## src/rtl/multicycle_control_fsm.sv

```systemverilog
`default_nettype none
// ============================================================================
//  Module      : multicycle_control_fsm
//  Description : Multi-cycle RV32I main control FSM (FETCH/DECODE/EXEC/MEM/WB)
//                with a bounded req/ready memory handshake. Define
//                MCU_ILLEGAL_TRAP_EN to trap on illegal opcodes (adds illegal_op).
//  Revision    : 1.0 - initial release
// ============================================================================
module multicycle_control_fsm #(
    parameter int ALUOP_W     = 2,
    parameter int MEM_TIMEOUT = 15,
    parameter int CNT_W       = 8
) (
    input  logic               clk,
    input  logic               rst,
    input  logic [6:0]         opcode,
    input  logic               mem_ready,
    output logic               mem_req,
    output logic               mem_we,
    output logic               ir_we,
    output logic               pc_we,
    output logic [1:0]         pc_src,
    output logic               RegWrite,
    output logic               MemToReg,
    output logic               ALUSrc,
    output logic               Branch,
    output logic               Jump,
    output logic               JumpReg,
    output logic [ALUOP_W-1:0] ALUOp,
    output logic               mem_timeout,
    output logic [2:0]         state_o
`ifdef MCU_ILLEGAL_TRAP_EN
    ,
    output logic               illegal_op
`endif
);

    typedef enum logic [2:0] {
        S_FETCH  = 3'd0,
        S_DECODE = 3'd1,
        S_EXEC   = 3'd2,
        S_MEM    = 3'd3,
        S_WB     = 3'd4,
        S_TRAP   = 3'd5
    } state_t;

    localparam logic [6:0] c_OP_R    = 7'b0110011;
    localparam logic [6:0] c_OP_I    = 7'b0010011;
    localparam logic [6:0] c_OP_LD   = 7'b0000011;
    localparam logic [6:0] c_OP_ST   = 7'b0100011;
    localparam logic [6:0] c_OP_BR   = 7'b1100011;
    localparam logic [6:0] c_OP_JAL  = 7'b1101111;
    localparam logic [6:0] c_OP_JALR = 7'b1100111;

    localparam logic [ALUOP_W-1:0] c_ALU_ADD = ALUOP_W'(0);
    localparam logic [ALUOP_W-1:0] c_ALU_BR  = ALUOP_W'(1);
    localparam logic [ALUOP_W-1:0] c_ALU_FN  = ALUOP_W'(2);

    localparam logic [CNT_W-1:0] c_CNT_LAST = CNT_W'(MEM_TIMEOUT - 1);

    state_t             r_state;
    state_t             w_state_next;
    logic [6:0]         r_opcode_q;
    logic [CNT_W-1:0]   r_wait_cnt;
    logic [CNT_W-1:0]   w_wait_next;

    logic               w_is_r, w_is_i, w_is_ld, w_is_st, w_is_br, w_is_jal, w_is_jalr;
    logic               w_legal_in;
    logic               w_at_limit;
    logic               w_alusrc_cls;
    logic [ALUOP_W-1:0] w_aluop_cls;

    assign w_is_r    = (r_opcode_q == c_OP_R);
    assign w_is_i    = (r_opcode_q == c_OP_I);
    assign w_is_ld   = (r_opcode_q == c_OP_LD);
    assign w_is_st   = (r_opcode_q == c_OP_ST);
    assign w_is_br   = (r_opcode_q == c_OP_BR);
    assign w_is_jal  = (r_opcode_q == c_OP_JAL);
    assign w_is_jalr = (r_opcode_q == c_OP_JALR);

    assign w_legal_in = (opcode == c_OP_R)  || (opcode == c_OP_I)   || (opcode == c_OP_LD) ||
                        (opcode == c_OP_ST) || (opcode == c_OP_BR)  || (opcode == c_OP_JAL) ||
                        (opcode == c_OP_JALR);

    assign w_at_limit = (r_wait_cnt == c_CNT_LAST);

    // Operand class of the latched instruction; held through EXEC, MEM and WB.
    assign w_alusrc_cls = w_is_i | w_is_ld | w_is_st | w_is_jalr;
    assign w_aluop_cls  = (w_is_r | w_is_i) ? c_ALU_FN :
                          w_is_br           ? c_ALU_BR : c_ALU_ADD;

    always_ff @(posedge clk) begin
        if (rst) begin
            r_state    <= S_FETCH;
            r_opcode_q <= 7'd0;
            r_wait_cnt <= '0;
        end else begin
            r_state    <= w_state_next;
            r_wait_cnt <= w_wait_next;
            if (r_state == S_DECODE) begin
                r_opcode_q <= opcode;
            end
        end
    end

    always_comb begin
        w_state_next = r_state;
        w_wait_next  = '0;
        mem_req      = 1'b0;
        mem_we       = 1'b0;
        ir_we        = 1'b0;
        pc_we        = 1'b0;
        pc_src       = 2'b00;
        RegWrite     = 1'b0;
        MemToReg     = 1'b0;
        ALUSrc       = 1'b0;
        Branch       = 1'b0;
        Jump         = 1'b0;
        JumpReg      = 1'b0;
        ALUOp        = c_ALU_ADD;
        mem_timeout  = 1'b0;
        state_o      = r_state;
`ifdef MCU_ILLEGAL_TRAP_EN
        illegal_op   = 1'b0;
`endif

        case (r_state)
            S_FETCH: begin
                mem_req = 1'b1;
                if (mem_ready) begin
                    ir_we        = 1'b1;
                    pc_we        = 1'b1;
                    pc_src       = 2'b00;
                    w_state_next = S_DECODE;
                end else if (w_at_limit) begin
                    mem_timeout  = 1'b1;
                    w_state_next = S_FETCH;
                end else begin
                    w_wait_next  = r_wait_cnt + CNT_W'(1);
                end
            end
            S_DECODE: begin
                if (w_legal_in) begin
                    w_state_next = S_EXEC;
                end else begin
`ifdef MCU_ILLEGAL_TRAP_EN
                    w_state_next = S_TRAP;
`else
                    w_state_next = S_FETCH;
`endif
                end
            end
            S_EXEC: begin
                ALUSrc  = w_alusrc_cls;
                ALUOp   = w_aluop_cls;
                Jump    = w_is_jal | w_is_jalr;
                JumpReg = w_is_jalr;
                if (w_is_br) begin
                    // PC write is qualified by the datapath's compare result.
                    Branch       = 1'b1;
                    pc_src       = 2'b01;
                    pc_we        = 1'b1;
                    w_state_next = S_FETCH;
                end else if (w_is_jal || w_is_jalr) begin
                    pc_src       = w_is_jalr ? 2'b11 : 2'b10;
                    pc_we        = 1'b1;
                    w_state_next = S_WB;
                end else if (w_is_ld || w_is_st) begin
                    w_state_next = S_MEM;
                end else begin
                    w_state_next = S_WB;
                end
            end
            S_MEM: begin
                mem_req = 1'b1;
                mem_we  = w_is_st;
                ALUSrc  = w_alusrc_cls;
                ALUOp   = w_aluop_cls;
                Jump    = w_is_jal | w_is_jalr;
                JumpReg = w_is_jalr;
                if (mem_ready) begin
                    w_state_next = w_is_ld ? S_WB : S_FETCH;
                end else if (w_at_limit) begin
                    // Aborted data access retires as a NOP.
                    mem_timeout  = 1'b1;
                    w_state_next = S_FETCH;
                end else begin
                    w_wait_next  = r_wait_cnt + CNT_W'(1);
                end
            end
            S_WB: begin
                RegWrite     = 1'b1;
                MemToReg     = w_is_ld;
                ALUSrc       = w_alusrc_cls;
                ALUOp        = w_aluop_cls;
                Jump         = w_is_jal | w_is_jalr;
                JumpReg      = w_is_jalr;
                w_state_next = S_FETCH;
            end
`ifdef MCU_ILLEGAL_TRAP_EN
            S_TRAP: begin
                illegal_op   = 1'b1;
                w_state_next = S_TRAP;
            end
`endif
            default: begin
                w_state_next = S_FETCH;
            end
        endcase

        // Everything is quiet while reset is held, whatever the register contents.
        if (rst) begin
            mem_req     = 1'b0;
            mem_we      = 1'b0;
            ir_we       = 1'b0;
            pc_we       = 1'b0;
            pc_src      = 2'b00;
            RegWrite    = 1'b0;
            MemToReg    = 1'b0;
            ALUSrc      = 1'b0;
            Branch      = 1'b0;
            Jump        = 1'b0;
            JumpReg     = 1'b0;
            ALUOp       = c_ALU_ADD;
            mem_timeout = 1'b0;
            state_o     = 3'd0;
`ifdef MCU_ILLEGAL_TRAP_EN
            illegal_op  = 1'b0;
`endif
        end
    end

endmodule
`default_nettype wire

```

## config.mk

```make
export PLATFORM = sky130hd
export DESIGN_NAME = multicycle_control_fsm
export DESIGN_NICKNAME = d
export VERILOG_FILES = /design/src/rtl/multicycle_control_fsm.sv
export SDC_FILE = /design/constraint.sdc
export NUM_CORES = 1
export LEC_CHECK = 0
export CAP_MARGIN = 30
export CORE_MARGIN = 2
export CORE_UTILIZATION = 46
export DETAILED_ROUTE_END_ITERATION = 8
export GPL_TIMING_DRIVEN = 0
export PLACE_DENSITY = 0.82
export SKIP_LAST_GASP = 1
export SYNTH_ARGS = -nofsm -noshare
export SYNTH_HDL_FRONTEND = slang
export SYNTH_SLANG_ARGS = --single-unit
```

## constraint.sdc

```tcl
create_clock -name clk -period 1.8 [get_ports clk]
set_input_delay 0.36 -clock clk [delete_from_list [all_inputs] [get_ports clk]]
set_output_delay 0.36 -clock clk [all_outputs]
set_load 0.005 [all_outputs]
```

# After elaboration in Yosys (flattened, before gate mapping)

Cells that the tools add are included.

Bits of input ports: 10
ROM bits: 0
Bits in latches: 0
Memories kept: 0
Bits in writable memories: 0
Bits in registers: 18
Logic and storage cells: 88

Multiply operators: 0
Shift-type cells: 0
Eq/ne operators: 19
Muxes and demuxes: 47
Reductions and logical operators: 12
Magnitude comparators: 0
$add $sub $neg: 1
Divide/modulo/power cells: 0
Bitwise gates (word level): 6

Operators by type and width:

| operator                                                         | number |
|---|---|
| 7-bit == test (second input constant)                            | 6 |
| 1-bit two-way mux                                                | 29 |
| 7-bit by 6-bit == test with 1-bit output (second input constant) | 4 |
| 3-bit two-way mux                                                | 8 |
| 2-bit two-way mux                                                | 8 |
| 7-bit by 2-bit == test with 1-bit output (second input constant) | 2 |
| 7-bit by 5-bit == test with 1-bit output (second input constant) | 2 |
| 3-bit case mux with 4 select lines                               | 1 |
| 8-bit by 1-bit adder with 8-bit output (second input constant)   | 1 |
| 8-bit by 4-bit == test with 1-bit output (second input constant) | 1 |
| 1-bit logical OR                                                 | 8 |
| 3-bit by 2-bit == test with 1-bit output (second input constant) | 2 |
| 1-bit OR                                                         | 5 |
| 4-bit OR reduction                                               | 1 |
| 3-bit by 1-bit == test with 1-bit output (second input constant) | 1 |
| 3-bit == test (second input constant)                            | 1 |
| 3-bit zero test                                                  | 1 |
| 3-bit OR reduction                                               | 1 |
| 1-bit case mux with 2 select lines                               | 1 |
| 2-bit OR reduction                                               | 1 |
| 1-bit inverter                                                   | 1 |

# Depth between registers and ports, before layout

Depth in word-level cells: 9
Depth in mapped cells: 6
Gate-level depth less buffers: 5

# Worst setup path after synthesis

Ideal clock, no wire load.

Kind: flip-flop to output port
Start: reg r_state[1]
End: out mem_timeout
Buffers on the path: 1
Cell stages (with the launch flop): 5
Path slack: 0.315 ns
Data arrival time: 1.125 ns
Data required time: 1.440 ns
Path through: dfxtp_1 buf_6 xor2_1 or4_4 nor2_1

Longest elaborated chain between the ends: 4
Elaborated cells between the ends (all ways): 5
Classes of those cells: eq/ne (1); mux (2); reduce/logical (2)

RTL lines:

| element                                                                            | line | text |
|---|---|---|
| start, declared                                                                    | 61   | `state_t r_state;` |
| start signal, assigned                                                             | 98   | `r_state <= w_state_next;` |
| 3-bit by 2-bit == test with 1-bit output / 3-bit zero test (equally long branches) | 127  | `case (r_state)` |
| 2-bit OR reduction (no line) (*)                                                   | -    |  |
| 1-bit two-way mux (*)                                                              | -    |  |
| 1-bit two-way mux (*)                                                              | 212  | `if (rst) begin` |
| end, declared                                                                      | 30   | `output logic mem_timeout,` |

Every way passes the cells marked *; elsewhere a longest branch is shown, timed or not.

# Final worst setup path

Start: reg r_wait_cnt[4]
End: out mem_timeout

Longest elaborated chain between the ends: 5

RTL lines:

| element                                  | line     | text |
|---|---|---|
| start, declared                          | 64       | `logic [CNT_W-1:0] r_wait_cnt;` |
| start signal, assigned                   | 99       | `r_wait_cnt <= w_wait_next;` |
| 8-bit by 4-bit == test with 1-bit output | 85       | `assign w_at_limit = (r_wait_cnt == c_CNT_LAST);` |
| 1-bit two-way mux                        | 135, 183 |  |
| 1-bit two-way mux                        | 130      | `if (mem_ready) begin` |
| 1-bit two-way mux                        | -        |  |
| 1-bit two-way mux                        | 212      |  |

No other way between the ends.

==> results.yml <==
critical_path:
  cpMaxStageDelayCell: "nor4_1"
  cp_top_family: "simple AND/OR/NAND/NOR gates"
  arrival_ps: 1660
  crit_start: "r_wait_cnt[4]"
  crit_buf_inv: 1
  worstSetupPathType: "flip-flop to output pin"
  startpoint_type: "flip-flop"
  path_cells: "nor4_1 > nand3_1 > nor2_1 > buf_2"
  crit_required_ps: 1440
  r2r_slack_ps: 90
  path_max_fanout: 4
  reg2reg_from: "r_state[2]"
  crit_path_max_incr_delay_ps: 450
  crit_path_end_kind: "output pin"
logic_synthesis:
  synth_area_um2: 972
  syn_inst: 123
  synth_top_area_share_pct: 37.1
  yosysSeqAreaShare_pct: 37.1
  syn_nets: 135
  synth_area_leaders: "dfxtp_1, nor2_1, mux2i_1, xor2_1, nand2_1"
  yosys.area.top_type: "dfxtp_1"
  ys_ff_latch: 18
  syn_area_per_cell_um2: 7.90
  ys_warn_count: 0
  ys_types: 31
pwr:
  pwr_density_cell_mw_per_mm2: 502
  p_leak_nw: 0.703
  peakVddDrop_v: 0.000478
  power_w: 0.000805
route:
  drt_first_pass_iters: 4
  vias: 1134
  drc: 0
  wl_per_cell_um: 16.6
  drtIter0Drc: 33
  ant_nets: 0
  viasPerCell: 5.64
  totalWireLength_um: 3330
placement:
  place.gp.congestion: 0.816
  place_hpwl_um: 1720
  port_buffers: 27
global_route:
  grt_pass1_vias: 1079
  overflow: 0
  antenna_found_initial: 0
  grt_pass1_wl_um: 4800
  groute.usage.overall_pct: 25.3
  grt_max_degree: 11
floorplanning:
  die_width_um: 50.0
  die_y_um: 50.0
  die-area_mm2: 0.00250
  initial_core_util_pct: 49.1
  core.rowCount: 16
  ios: 28
  core_mm2: 0.00198
hold_path:
  hp-class: "flip-flop to flip-flop"
  holdCritStartpoint: "r_wait_cnt[0]"
cts:
  cts.path.max_buffers: 2
  insertion_delay_ps: 300
  cts.clk_slew.worst_paths_ps: 100
  cts_tree: "built"
  clockRootBuffer: "clkbuf_4"
  htree_levels: 1
  cts_buffers: 3
  cts.sinks: 18
layout:
  nNetsFinal: 187
  finalCoreUtilization_pct: 80.9
  antenna_cells: 0
  area.growth.synth_to_final_pct: 65.0
  drive_gt1_share_pct: 40.8
run_status:
  violations: "setup timing"
  outcome: "finished with violations"
timing:
  setup_violations: 11
  hold_viol: 0
  clock.fmax_mhz: 495
  relSlewSlack_pct: 70.8
  finalMaxSlewViolations: 0
  rsz0062_at_grt: "true"
  post-route-min-period_ps: 2020
  period_share_pct: 112
  worstMarginPinSlew_ps: 433
  setup_ws_ps: -220
  fin_skew_ps: 4.89
job:
  maxCapViolCount: 0
[final timing paths]
check	to	depth (start not counted)
setup / recovery	mem_timeout	4
hold / removal	r_wait_cnt[0]	1
setup reg to reg	r_wait_cnt[5]	6
hold reg to reg	r_wait_cnt[0]	1
[cell usage in the layout, fill, tap and decap left out, drive strengths merged, types with 2 or more instances in the layout]
cell type and count:
mux2i 6, and2 2, dfxtp 18, xor2 6, ha 2, nand2 10, clkdlybuf4s50 8, nor2b 2
a21oi 4, dlygate4sd2 5, nor4 4, buf 32, and3 5, nand3 7, nand4 3, o21ai 4
inv 6, nor2 24, clkbuf 7, nor3 6
[kinds of logic after synthesis]
group | Yosys count | share of synthesized area, %
compound gates | 12 | 7.34
xor+xnor | 7 | 6.31
fa+ha+maj | 2 | 2.57
buf+inv | 9 | 4.37
flops | 18 | 37.1
mux | 6 | 6.18
simple gates | 69 | 36.2
[sequential cells by signal, indices dropped and copies added, names as in the netlist]
name        count
r_wait_cnt      8
r_state         3
r_opcode_q      7
[synthesized netlist by cell type]
master / n
buf_2: 1
nand3b_1: 1
xor2_1: 6
and3b_1: 1
nor2_1: 24
nor3_1: 6
nand4_1: 3
a21o_1: 1
and3_1: 5
nand3_1: 7
inv_1: 6
buf_6: 1
nand2b_4: 1
a31oi_1: 1
nor3b_1: 1
clkbuf_1: 1
and2_0: 1
a22oi_1: 1
dfxtp_1: 18
o32a_1: 1
a21oi_1: 4
o21ai_0: 4
ha_1: 2
xnor2_1: 1
mux2i_1: 6
and4b_1: 1
or4_4: 1
nor4_1: 4
nor2b_1: 2
and2_1: 1
nand2_1: 10
[per-layer routing]
layer | routed length, um | up-vias | GRT usage (%) | share of wire, %
li1 | - | 532 | - | -
met1 | 1420 | 547 | 30.7 | 43
met2 | 1730 | 48 | 43.6 | 52
met3 | 141 | 7 | 6.06 | 4.2
met4 | 43 | 0 | 8.33 | 1.3
met5 | 0 | - | 0 | 0
[where the power goes]
group	internal [W]	switching, W
Clock	0.000123	0.000127
Combinational	0.0000662	0.0000634
Sequential	0.000407	0.0000176
[metrics by stage]
stage / TNS [ps] / cells / hold slack (ps) / area [um^2] / setup WS (ps)
final: -881 / 201 / 514 / 1600 / -220
after global routing: -1750 / 201 / 532 / 1600 / -336
after CTS: -788 / 193 / 511 / 1450 / -162
after detailed placement: -8640 / 177 / 495 / 1280 / -882
after global placement: -8330 / 177 / 460 / 1280 / -851
after floorplan: 0 / 123 / 437 / 972 / 315
[what timing repair did]
action / 4_1_cts / 5_1_grt
endpoints found under the setup margin: 18 / 12
hold buffers: 0 / 0
resized for setup: 71 / 35
pin swaps: 11 / 14
buffers inserted: 13 / 9
endpoints found under the hold margin: 0 / 0
[final cells by class]
type / count / area (um^2)
Clock buffer: 4 / 36.3
Buffer: 2 / 18.8
Inverter: 6 / 22.5
Timing Repair Buffer: 48 / 404
Sequential cell: 18 / 378
Fill cell: 120 / 378
Multi-Input combinational cell: 96 / 711
Tap cell: 27 / 33.8
Note: power is estimated with default switching activity, not from simulation.
